[src/rtl/mem_port_arbiter_if.sv]
//------------------------------------------------------------------------------
// mem_port_arbiter_if : requester and unified-memory bus signals of the arbiter
// Revision 1.0
//------------------------------------------------------------------------------
`default_nettype none

interface mem_port_arbiter_if #(
   parameter int AW = 32,
   parameter int DW = 32
);
   // Instruction fetch requester
   logic            IFReq;
   logic [AW-1:0]   IFAddr;
   logic            IFCancel;
   logic [DW-1:0]   IFRData;
   logic            IFAck;

   // EXWM load/store requester
   logic            EXWMReq;
   logic            EXWMWE;
   logic [AW-1:0]   EXWMAddr;
   logic [DW-1:0]   EXWMWData;
   logic [DW/8-1:0] EXWMBE;
   logic [DW-1:0]   EXWMRData;
   logic            EXWMAck;
   logic            BusErr;

   // Single-port memory bus
   logic            MemReq;
   logic            MemWE;
   logic [AW-1:0]   MemAddr;
   logic [DW-1:0]   MemWData;
   logic [DW/8-1:0] MemBE;
   logic [DW-1:0]   MemRData;
   logic            MemReady;

   modport master (
      input  IFReq, IFAddr, IFCancel,
      output IFRData, IFAck,
      input  EXWMReq, EXWMWE, EXWMAddr, EXWMWData, EXWMBE,
      output EXWMRData, EXWMAck, BusErr,
      output MemReq, MemWE, MemAddr, MemWData, MemBE,
      input  MemRData, MemReady
   );

   modport slave (
      output IFReq, IFAddr, IFCancel,
      input  IFRData, IFAck,
      output EXWMReq, EXWMWE, EXWMAddr, EXWMWData, EXWMBE,
      input  EXWMRData, EXWMAck, BusErr,
      input  MemReq, MemWE, MemAddr, MemWData, MemBE,
      output MemRData, MemReady
   );
endinterface

`default_nettype wire

[src/rtl/mem_port_arbiter.sv]
//------------------------------------------------------------------------------
// mem_port_arbiter : shares one memory port between fetch and load/store
// Revision 1.0
//------------------------------------------------------------------------------
`default_nettype none

module mem_port_arbiter #(
   parameter int AW         = 32,
   parameter int DW         = 32,
   parameter int STARVE_MAX = 4,
   parameter int TIMEOUT    = 255
) (
   input  logic               CLK,
   input  logic               rst_n,
   mem_port_arbiter_if.master bus
);

   localparam int          BW           = DW / 8;
   localparam logic [3:0]  STARVE_LIM   = 4'(STARVE_MAX);
   localparam logic [7:0]  TIMEOUT_LAST = 8'(TIMEOUT - 1);
   localparam bit          TIMEOUT_EN   = (TIMEOUT != 0);

   typedef enum logic [1:0] {
      IDLE = 2'd0,
      IBUS = 2'd1,
      DBUS = 2'd2,
      RESP = 2'd3
   } state_t;

   state_t          state_q,   state_d;
   logic [3:0]      starve_q,  starve_d;
   logic [7:0]      wait_q,    wait_d;
   logic            cancel_q,  cancel_d;
   logic            err_q,     err_d;
   logic            gnt_if_q,  gnt_if_d;
   logic            we_q,      we_d;
   logic [AW-1:0]   addr_q,    addr_d;
   logic [DW-1:0]   wdata_q,   wdata_d;
   logic [BW-1:0]   be_q,      be_d;
   logic [DW-1:0]   rdata_q,   rdata_d;
   logic [DW-1:0]   if_hold_q, if_hold_d;
   logic [DW-1:0]   ex_hold_q, ex_hold_d;

   logic            mem_req;
   logic            if_ack;
   logic            ex_ack;
   logic            bus_err;

   always_ff @(posedge CLK or negedge rst_n) begin
      if (!rst_n) begin
         state_q   <= IDLE;
         starve_q  <= '0;
         wait_q    <= '0;
         cancel_q  <= 1'b0;
         err_q     <= 1'b0;
         gnt_if_q  <= 1'b0;
         we_q      <= 1'b0;
         addr_q    <= '0;
         wdata_q   <= '0;
         be_q      <= '0;
         rdata_q   <= '0;
         if_hold_q <= '0;
         ex_hold_q <= '0;
      end else begin
         state_q   <= state_d;
         starve_q  <= starve_d;
         wait_q    <= wait_d;
         cancel_q  <= cancel_d;
         err_q     <= err_d;
         gnt_if_q  <= gnt_if_d;
         we_q      <= we_d;
         addr_q    <= addr_d;
         wdata_q   <= wdata_d;
         be_q      <= be_d;
         rdata_q   <= rdata_d;
         if_hold_q <= if_hold_d;
         ex_hold_q <= ex_hold_d;
      end
   end

   always_comb begin
      state_d   = state_q;
      starve_d  = starve_q;
      wait_d    = wait_q;
      cancel_d  = cancel_q;
      err_d     = err_q;
      gnt_if_d  = gnt_if_q;
      we_d      = we_q;
      addr_d    = addr_q;
      wdata_d   = wdata_q;
      be_d      = be_q;
      rdata_d   = rdata_q;
      if_hold_d = if_hold_q;
      ex_hold_d = ex_hold_q;
      mem_req   = 1'b0;
      if_ack    = 1'b0;
      ex_ack    = 1'b0;
      bus_err   = 1'b0;

      case (state_q)
         IDLE: begin
            // EXWM has priority unless the fetch side has been starved too long
            if (bus.EXWMReq && !(bus.IFReq && (starve_q == STARVE_LIM))) begin
               state_d  = DBUS;
               gnt_if_d = 1'b0;
               we_d     = bus.EXWMWE;
               addr_d   = bus.EXWMAddr;
               wdata_d  = bus.EXWMWData;
               be_d     = bus.EXWMBE;
               wait_d   = '0;
               err_d    = 1'b0;
               if (!bus.IFReq)
                  starve_d = '0;
               else if (starve_q != STARVE_LIM)
                  starve_d = starve_q + 4'd1;
            end else if (bus.IFReq && !bus.IFCancel) begin
               state_d  = IBUS;
               gnt_if_d = 1'b1;
               we_d     = 1'b0;
               addr_d   = bus.IFAddr;
               be_d     = '1;
               wait_d   = '0;
               err_d    = 1'b0;
               starve_d = '0;
            end
         end

         IBUS, DBUS: begin
            mem_req = 1'b1;
            // A flushed fetch still has to run to completion on the bus
            if ((state_q == IBUS) && bus.IFCancel)
               cancel_d = 1'b1;
            if (bus.MemReady) begin
               rdata_d = bus.MemRData;
               state_d = RESP;
            end else if (TIMEOUT_EN && (wait_q == TIMEOUT_LAST)) begin
               rdata_d = '0;
               err_d   = 1'b1;
               state_d = RESP;
            end else if (wait_q != 8'hFF) begin
               wait_d = wait_q + 8'd1;
            end
         end

         RESP: begin
            if (gnt_if_q) begin
               if_ack  = !cancel_q && !bus.IFCancel;
               bus_err = err_q && if_ack;
            end else begin
               ex_ack  = 1'b1;
               bus_err = err_q;
            end
            if (if_ack)
               if_hold_d = rdata_q;
            if (ex_ack)
               ex_hold_d = rdata_q;
            cancel_d = 1'b0;
            state_d  = IDLE;
         end

         default: state_d = IDLE;
      endcase
   end

   // Read data is presented straight from the capture register during the Ack
   // and held per port afterwards, so a suppressed Ack never disturbs it.
   assign bus.IFRData   = if_ack ? rdata_q : if_hold_q;
   assign bus.EXWMRData = ex_ack ? rdata_q : ex_hold_q;
   assign bus.IFAck     = if_ack;
   assign bus.EXWMAck   = ex_ack;
   assign bus.BusErr    = bus_err;
   assign bus.MemReq    = mem_req;
   assign bus.MemWE     = we_q;
   assign bus.MemAddr   = addr_q;
   assign bus.MemWData  = wdata_q;
   assign bus.MemBE     = be_q;

endmodule

`default_nettype wire

[src/flat_wrapper.sv]
// flat-port wrapper written by rule: the top's interface ports become plain ports
module mem_port_arbiter_flat 
#(
   parameter int AW         = 32,
   parameter int DW         = 32,
   parameter int STARVE_MAX = 4,
   parameter int TIMEOUT    = 255
)
  (CLK, rst_n, bus_IFReq, bus_IFAddr, bus_IFCancel, bus_IFRData, bus_IFAck, bus_EXWMReq, bus_EXWMWE, bus_EXWMAddr, bus_EXWMWData, bus_EXWMBE, bus_EXWMRData, bus_EXWMAck, bus_BusErr, bus_MemReq, bus_MemWE, bus_MemAddr, bus_MemWData, bus_MemBE, bus_MemRData, bus_MemReady);
  mem_port_arbiter_if #(.AW(AW), .DW(DW)) bus_i ();
  input  logic CLK;
  input  logic rst_n;
  input wire logic [$bits(bus_i.IFReq)-1:0] bus_IFReq;
  input wire logic [$bits(bus_i.IFAddr)-1:0] bus_IFAddr;
  input wire logic [$bits(bus_i.IFCancel)-1:0] bus_IFCancel;
  output wire logic [$bits(bus_i.IFRData)-1:0] bus_IFRData;
  output wire logic [$bits(bus_i.IFAck)-1:0] bus_IFAck;
  input wire logic [$bits(bus_i.EXWMReq)-1:0] bus_EXWMReq;
  input wire logic [$bits(bus_i.EXWMWE)-1:0] bus_EXWMWE;
  input wire logic [$bits(bus_i.EXWMAddr)-1:0] bus_EXWMAddr;
  input wire logic [$bits(bus_i.EXWMWData)-1:0] bus_EXWMWData;
  input wire logic [$bits(bus_i.EXWMBE)-1:0] bus_EXWMBE;
  output wire logic [$bits(bus_i.EXWMRData)-1:0] bus_EXWMRData;
  output wire logic [$bits(bus_i.EXWMAck)-1:0] bus_EXWMAck;
  output wire logic [$bits(bus_i.BusErr)-1:0] bus_BusErr;
  output wire logic [$bits(bus_i.MemReq)-1:0] bus_MemReq;
  output wire logic [$bits(bus_i.MemWE)-1:0] bus_MemWE;
  output wire logic [$bits(bus_i.MemAddr)-1:0] bus_MemAddr;
  output wire logic [$bits(bus_i.MemWData)-1:0] bus_MemWData;
  output wire logic [$bits(bus_i.MemBE)-1:0] bus_MemBE;
  input wire logic [$bits(bus_i.MemRData)-1:0] bus_MemRData;
  input wire logic [$bits(bus_i.MemReady)-1:0] bus_MemReady;
  assign bus_i.IFReq = bus_IFReq;
  assign bus_i.IFAddr = bus_IFAddr;
  assign bus_i.IFCancel = bus_IFCancel;
  assign bus_IFRData = bus_i.IFRData;
  assign bus_IFAck = bus_i.IFAck;
  assign bus_i.EXWMReq = bus_EXWMReq;
  assign bus_i.EXWMWE = bus_EXWMWE;
  assign bus_i.EXWMAddr = bus_EXWMAddr;
  assign bus_i.EXWMWData = bus_EXWMWData;
  assign bus_i.EXWMBE = bus_EXWMBE;
  assign bus_EXWMRData = bus_i.EXWMRData;
  assign bus_EXWMAck = bus_i.EXWMAck;
  assign bus_BusErr = bus_i.BusErr;
  assign bus_MemReq = bus_i.MemReq;
  assign bus_MemWE = bus_i.MemWE;
  assign bus_MemAddr = bus_i.MemAddr;
  assign bus_MemWData = bus_i.MemWData;
  assign bus_MemBE = bus_i.MemBE;
  assign bus_i.MemRData = bus_MemRData;
  assign bus_i.MemReady = bus_MemReady;
  mem_port_arbiter #(.AW(AW), .DW(DW), .STARVE_MAX(STARVE_MAX), .TIMEOUT(TIMEOUT)) u_core (.CLK(CLK), .rst_n(rst_n), .bus(bus_i));
endmodule
[config.mk]
export PLATFORM = sky130hd
export DESIGN_NAME = mem_port_arbiter_flat
export DESIGN_NICKNAME = d
export VERILOG_FILES = /design/src/rtl/mem_port_arbiter_if.sv /design/src/rtl/mem_port_arbiter.sv /design/src/flat_wrapper.sv
export SDC_FILE = /design/constraint.sdc
export NUM_CORES = 1
export LEC_CHECK = 0
export BUFFER_PORTS_ARGS = -buffer_cell sky130_fd_sc_hd__buf_2
export CORE_MARGIN = 4
export CORE_UTILIZATION = 50
export DETAILED_ROUTE_END_ITERATION = 16
export PLACE_DENSITY = 0.81
export SYNTH_ARGS = -nofsm -noshare
export SYNTH_HDL_FRONTEND = slang
export SYNTH_SLANG_ARGS = --single-unit
[constraint.sdc]
create_clock -name CLK -period 2.75 [get_ports CLK]
set_input_delay 0.55 -clock CLK [delete_from_list [all_inputs] [get_ports CLK]]
set_output_delay 0.55 -clock CLK [all_outputs]
set_load 0.1 [all_outputs]
Yosys cells after proc, flatten, opt, wreduce, memory -nomap -nowiden
Index checks and enable logic that the tools add are counted.
{"block": "word_totals", "ff_bits": 182, "latchBits": 0, "ramBits": 0, "romBits": 0, "in_bits": 139, "out_inout_bits": 137, "elab_cells": 97, "mem_count": 0}
{"block": "op_classes", "add_sub_neg": 2, "multipliers": 0, "div": 0, "order_cmp": 0, "eq_ne": 15, "n_shift": 0, "mux": 42, "bitwise_logic": 0, "reduce_logical": 25}
{"operator": "2-to-1 mux 32 bit", "n": 6}
{"operator": "2-to-1 mux 8 bit", "n": 5}
{"operator": "2-to-1 mux 4 bit", "n": 6}
{"operator": "2-to-1 mux 1 bit", "n": 17}
{"operator": "case mux 8 bit (2 select lines)", "n": 1}
{"operator": "AND reduction 2 bit", "n": 7}
{"operator": "adder 8 x 1 -> 8 bit (second input constant)", "n": 1}
{"operator": "equality test 8 bit (second input constant)", "n": 1}
{"operator": "2-to-1 mux 2 bit", "n": 4}
{"operator": "inequality test 8 bit (second input constant)", "n": 1}
{"operator": "nonzero test 2 bit", "n": 4}
{"operator": "logical AND 1 bit", "n": 6}
{"operator": "inequality test 2 x 1 -> 1 bit (second input constant)", "n": 3}
{"operator": "case mux 2 bit (3 select lines)", "n": 1}
{"operator": "AND reduction 5 bit", "n": 1}
{"operator": "adder 4 x 1 -> 4 bit (second input constant)", "n": 1}
{"operator": "equality test 2 bit (second input constant)", "n": 2}
{"operator": "equality test 4 x 3 -> 1 bit (second input constant)", "n": 1}
{"operator": "inequality test 2 bit (second input constant)", "n": 2}
{"operator": "inequality test 4 x 3 -> 1 bit (second input constant)", "n": 1}
{"operator": "case mux 1 bit (2 select lines)", "n": 2}
{"operator": "AND reduction 4 bit", "n": 1}
{"operator": "zero test 1 bit", "n": 3}
{"operator": "inequality test 3 x 1 -> 1 bit (second input constant)", "n": 1}
{"operator": "other kinds (6)", "n": 6}

Depth between registers and ports, before layout
{"block": "logic_depth", "depth_word": 6, "ltp_mapped": 8, "depth_no_buf": 6}

Least setup slack after synthesis
No wires, ideal clock.
{"block": "synth_timing", "path_type": "register to output", "start": "register u_core.state_q[0]", "end": "output bus_IFRData[22]", "t_arrival_ps": 2257, "required_ps": 2200, "setup_slack_ps": -57, "path_stages_with_launch": 6, "path_buffers": 1, "cell_sequence": "dfrtp_1 > ha_1 > nand2_1 > nor3_1 > buf_2 > mux2_2"}
{"block": "synth_between", "elab_chain_len": 3}
{"item": "start, declared", "line": "mem_port_arbiter.sv:30", "text": "state_t state_q, state_d;"}
{"item": "start signal, assigned", "line": "mem_port_arbiter.sv:65", "text": "state_q <= state_d;"}
{"item": "equality test 2 bit", "line": "mem_port_arbiter.sv:100", "text": "case (state_q)"}
{"item": "2-to-1 mux 1 bit", "line": "mem_port_arbiter.sv:100"}
{"item": "named net bus_IFAck", "line": "flat_wrapper.sv:17", "text": "output wire logic [$bits(bus_i.IFAck)-1:0] bus_IFAck;"}
{"item": "2-to-1 mux 32 bit", "line": "mem_port_arbiter.sv:167", "text": "assign bus.IFRData = if_ack ? rdata_q : if_hold_q;"}
{"item": "end, declared", "line": "flat_wrapper.sv:16", "text": "output wire logic [$bits(bus_i.IFRData)-1:0] bus_IFRData;"}
The timed path passes the listed nets, and every way through them passes these cells.

Worst setup path in the final report
{"block": "layout_timing", "start": "register u_core.state_q[1]", "end": "output bus_IFRData[15]"}
{"block": "layout_between", "elab_chain_len": 3}
{"item": "equality test 2 bit", "line": "mem_port_arbiter.sv:100"}
{"item": "2-to-1 mux 1 bit", "line": "mem_port_arbiter.sv:100"}
{"item": "2-to-1 mux 32 bit", "line": "mem_port_arbiter.sv:167"}
No other way between the ends.

==> summary.md <==
| Metric | Value |
|---|---|
| Status | finished clean |
| Routed WL | 21600 µm |
| Met3 wire len | approximately 2100 µm |
| Detailed Route Iter0 Violations | about 240 |
| CTS Buffer Depth | 2 |
| Max Fclk | 368 MHz |
| Final setup vio count | 0 |
| CTS tree | yes |
| Post-Synth Simple-Gate Area | 0.0413 |
| P&R area growth vs syn | 41.4% |
| Number of global-route vias before repair | 6082 |
| HP Class | in -> async |
| Largest family of logic cells by synthesized area | multiplexers |
| Number of synthesized register bits | 182 |
| Max Cap Viol | 0 |
| Final min period | 2.72 ns |
| Clock Sink Count | roughly 180 |
| Worst Path Arrival | 2.17 ns |
| Fin Hold WS | 0.126 ns |
| Post-route ant nets | 0 |
| Register area share after synthesis | 0.599 |
| RR Endpoint | u_core.wait_q[5] |
| Final cell count without fillers | 999 |
| Gate Count Post-Synth | 522 |
| Hold Vio Cnt, Final | 0 |
| Fillers | 901 |
| Top post-synthesis cells by count | 182 x dfrtp_1, 159 x mux2_2, 34 x a22o_1 |
| Netlist cell types | 52 |
| Post-placement cell count | 963 |
| Largest net degree at the start of global routing | slightly above 70 |
| Total track usage | 0.248 |
| DRT met1 WL | between 7000 and 8000 µm |
| Family with the most delay on the worst path | buffers and inverters |
| Adder-cell share of the synthesized area | 0.0132 |
| Total global routing overflow | 0 |
| Drt via density | 5.55 |
| Clk slew on worst S/H paths | approximately 0.07 ns |
| Worst r2r src | u_core.state_q[0] |
| Die Area | roughly 17000 µm² |
| Initial Util | 0.517 |
| Core Region | between 10000 and 15000 µm² |
| Slew headroom | 0.550 |
| Fin nets | 949 |
| Worst r2r path cells | 7 |
| Crit path to | bus_IFRData[15] |
| Synth Area in XOR/XNOR | 0.00115 |
| YS warnings | 0 |
| CP Launch Type | register |
| DRC viols | 0 |
| Routability cong. | 0.853 |
| Multiplexer share of the synthesized area | 0.238 |
| Area leader, netlist | dfrtp_1 |
| Avg WL per Cell | around 22 µm |
| Top cell type's share of synthesized area | 0.599 |
| Worst-margin pin slew | between 0.6 and 0.7 ns |
| Kind of critical path | reg -> out |
| Period utilization | 0.988 |
| CP cell instances | ha_4 > nand2_1 > nor3_4 > buf_12 > buf_12 > mux2_2 > buf_8 |
| Root Buffer | clkbuf_16 |
| Critical-path top delay cell | dfrtp_1 |
| Global-route wire length before repair | 33900 µm |
| CP max FO | 17 |
| IO buf count | ~280 |
| Synth async-reset ratio | 1.00 |
| CP Data Required Time | 2.20 ns |
| CTS buffer count | 17 |
| Setup crit end kind | primary output |
| CP most frequent cell | buf_12 |
| Die X | 131 µm |
| Post-synth net total | 669 |
| Diodes inserted | 0 |
| FF+latch area | 4550 µm² |
| Avg Synthesized Cell Area | approximately 15 µm² |
| EDFF count, synth | 0 |
| Met2 wire len | around 11000 µm |
| Io pins | 276 |
| H-tree lvl count | 4 |
| R2R Setup Slk | roughly 0.25 ns |
| Initial antenna violation count | 2 |
| Most frequent cell after synthesis | dfrtp_1 |
| 1st-pass router iterations | 5 |
| Row cnt | 44 |
| Uppermost layer routed | met5 |
| Clk_lat worst skew | 0.43 ns |
| Synth Area in Compound Gates | 0.0819 |
| Synth area leaders | dfrtp_1 60%, mux2_2 24%, a22o_1 3.9% |
| CP Launch Point | u_core.state_q[1] |
| Synth Flop Type | dfrtp_1 |
| Die height | between 100 and 150 µm |
| Synthesized area | 7600 µm² |
| RSZ-0062 raised after global routing | yes |
| HPWL reported at the end of detailed placement | about 14000 µm |
| Buffers & Inverters on Critical Path | 3 |
| Total number of vias | 5544 |
| Clk_skew | 0.0135 ns |
| Pins Over Slew Limit | 0 |
| Multi-input gate area | slightly below 3000 µm² |
| Max incr delay on CP | 0.41 ns |
| Levels on crit path | 7 |
| Layout cells sized above 1 | 0.604 |
[final cells by class]
type	count	share of cell area
Sequential cell	182	0.424
Multi-Input combinational cell	298	0.273
Timing Repair Buffer	290	0.223
Clock buffer	20	0.0416
Tap cell	184	0.0214
Clock inverter	12	0.0130
Inverter	13	0.00454
[registers in the layout (all words and copies together) (netlist names)]
name / flops
u_core.bus.MemAddr: 32
u_core.wait_q: 8
u_core.state_q: 2
u_core.ex_hold_q: 32
u_core.gnt_if_q: 1
u_core.rdata_q: 32
u_core.cancel_q: 1
u_core.bus.MemBE: 4
u_core.starve_q: 4
u_core.err_q: 1
u_core.bus.MemWE: 1
u_core.if_hold_q: 32
u_core.bus.MemWData: 32
[stage by stage]
stage	setup WS [ns]	cell area, µm²	utilization	setup TNS, ns
2_1_floorplan	0.0846	7610	-	0
3_3_place_gp	0.393	9740	0.663	0
3_5_place_dp	0.334	9740	0.663	0
4_1_cts	0.0121	10600	0.721	0
5_1_grt	-0.0559	10700	0.731	-0.766
6_report	0.0324	10700	0.731	0
[logic make-up after synthesis]
family	after synthesis
DFF	182
muxes	161
AOI/OAI and AO/OA	76
and+or+nand+nor	52
buffers and inverters	42
adders and majority gates	8
xor gates and xnor gates	1
[placed cells by master, fill, tap and decap left out, drive strengths merged, types with 4 or more instances in the layout]
| cell | count |
|---|---|
| clkbuf | 20 |
| nand4 | 6 |
| ha | 8 |
| o211ai | 4 |
| nor2 | 6 |
| buf | 290 |
| o21ai | 6 |
| nand2 | 6 |
| inv | 18 |
| a22o | 34 |
| a21oi | 7 |
| nor3 | 6 |
| nand3 | 7 |
| mux2 | 160 |
| dfrtp | 182 |
[timing repair]
action	4_1_cts	5_1_grt
setup endpoints to repair	32	32
buffers inserted	2	1
gates cloned	1	0
resized for setup	68	37
pin swaps	1	1
hold buffers	0	0
[worst min-delay path by stage]
stage	from	to	depth (start not counted)
6_report	rst_n	u_core.rdata_q[17]	1
5_1_grt	rst_n	u_core.rdata_q[17]	1
4_1_cts	rst_n	u_core.ex_hold_q[20]	1
3_5_place_dp	u_core.if_hold_q[16]	u_core.if_hold_q[16]	1
3_3_place_gp	u_core.bus.MemAddr[1]	u_core.bus.MemAddr[1]	1
2_1_floorplan	rst_n	u_core.bus.MemAddr[0]	0
[layer usage]
| metal | GRT usage | vias up |
|---|---|---|
| met3 | 0.103 | 25 |
| li1 | - | 2487 |
| met4 | 0.0758 | 4 |
| met2 | 0.429 | 263 |
| met1 | 0.283 | 2765 |
| met5 | 0 | - |
Power is left out: the tool's default activity adds up to more than one toggle a clock period on the data nets, which glitch-free logic cannot reach.
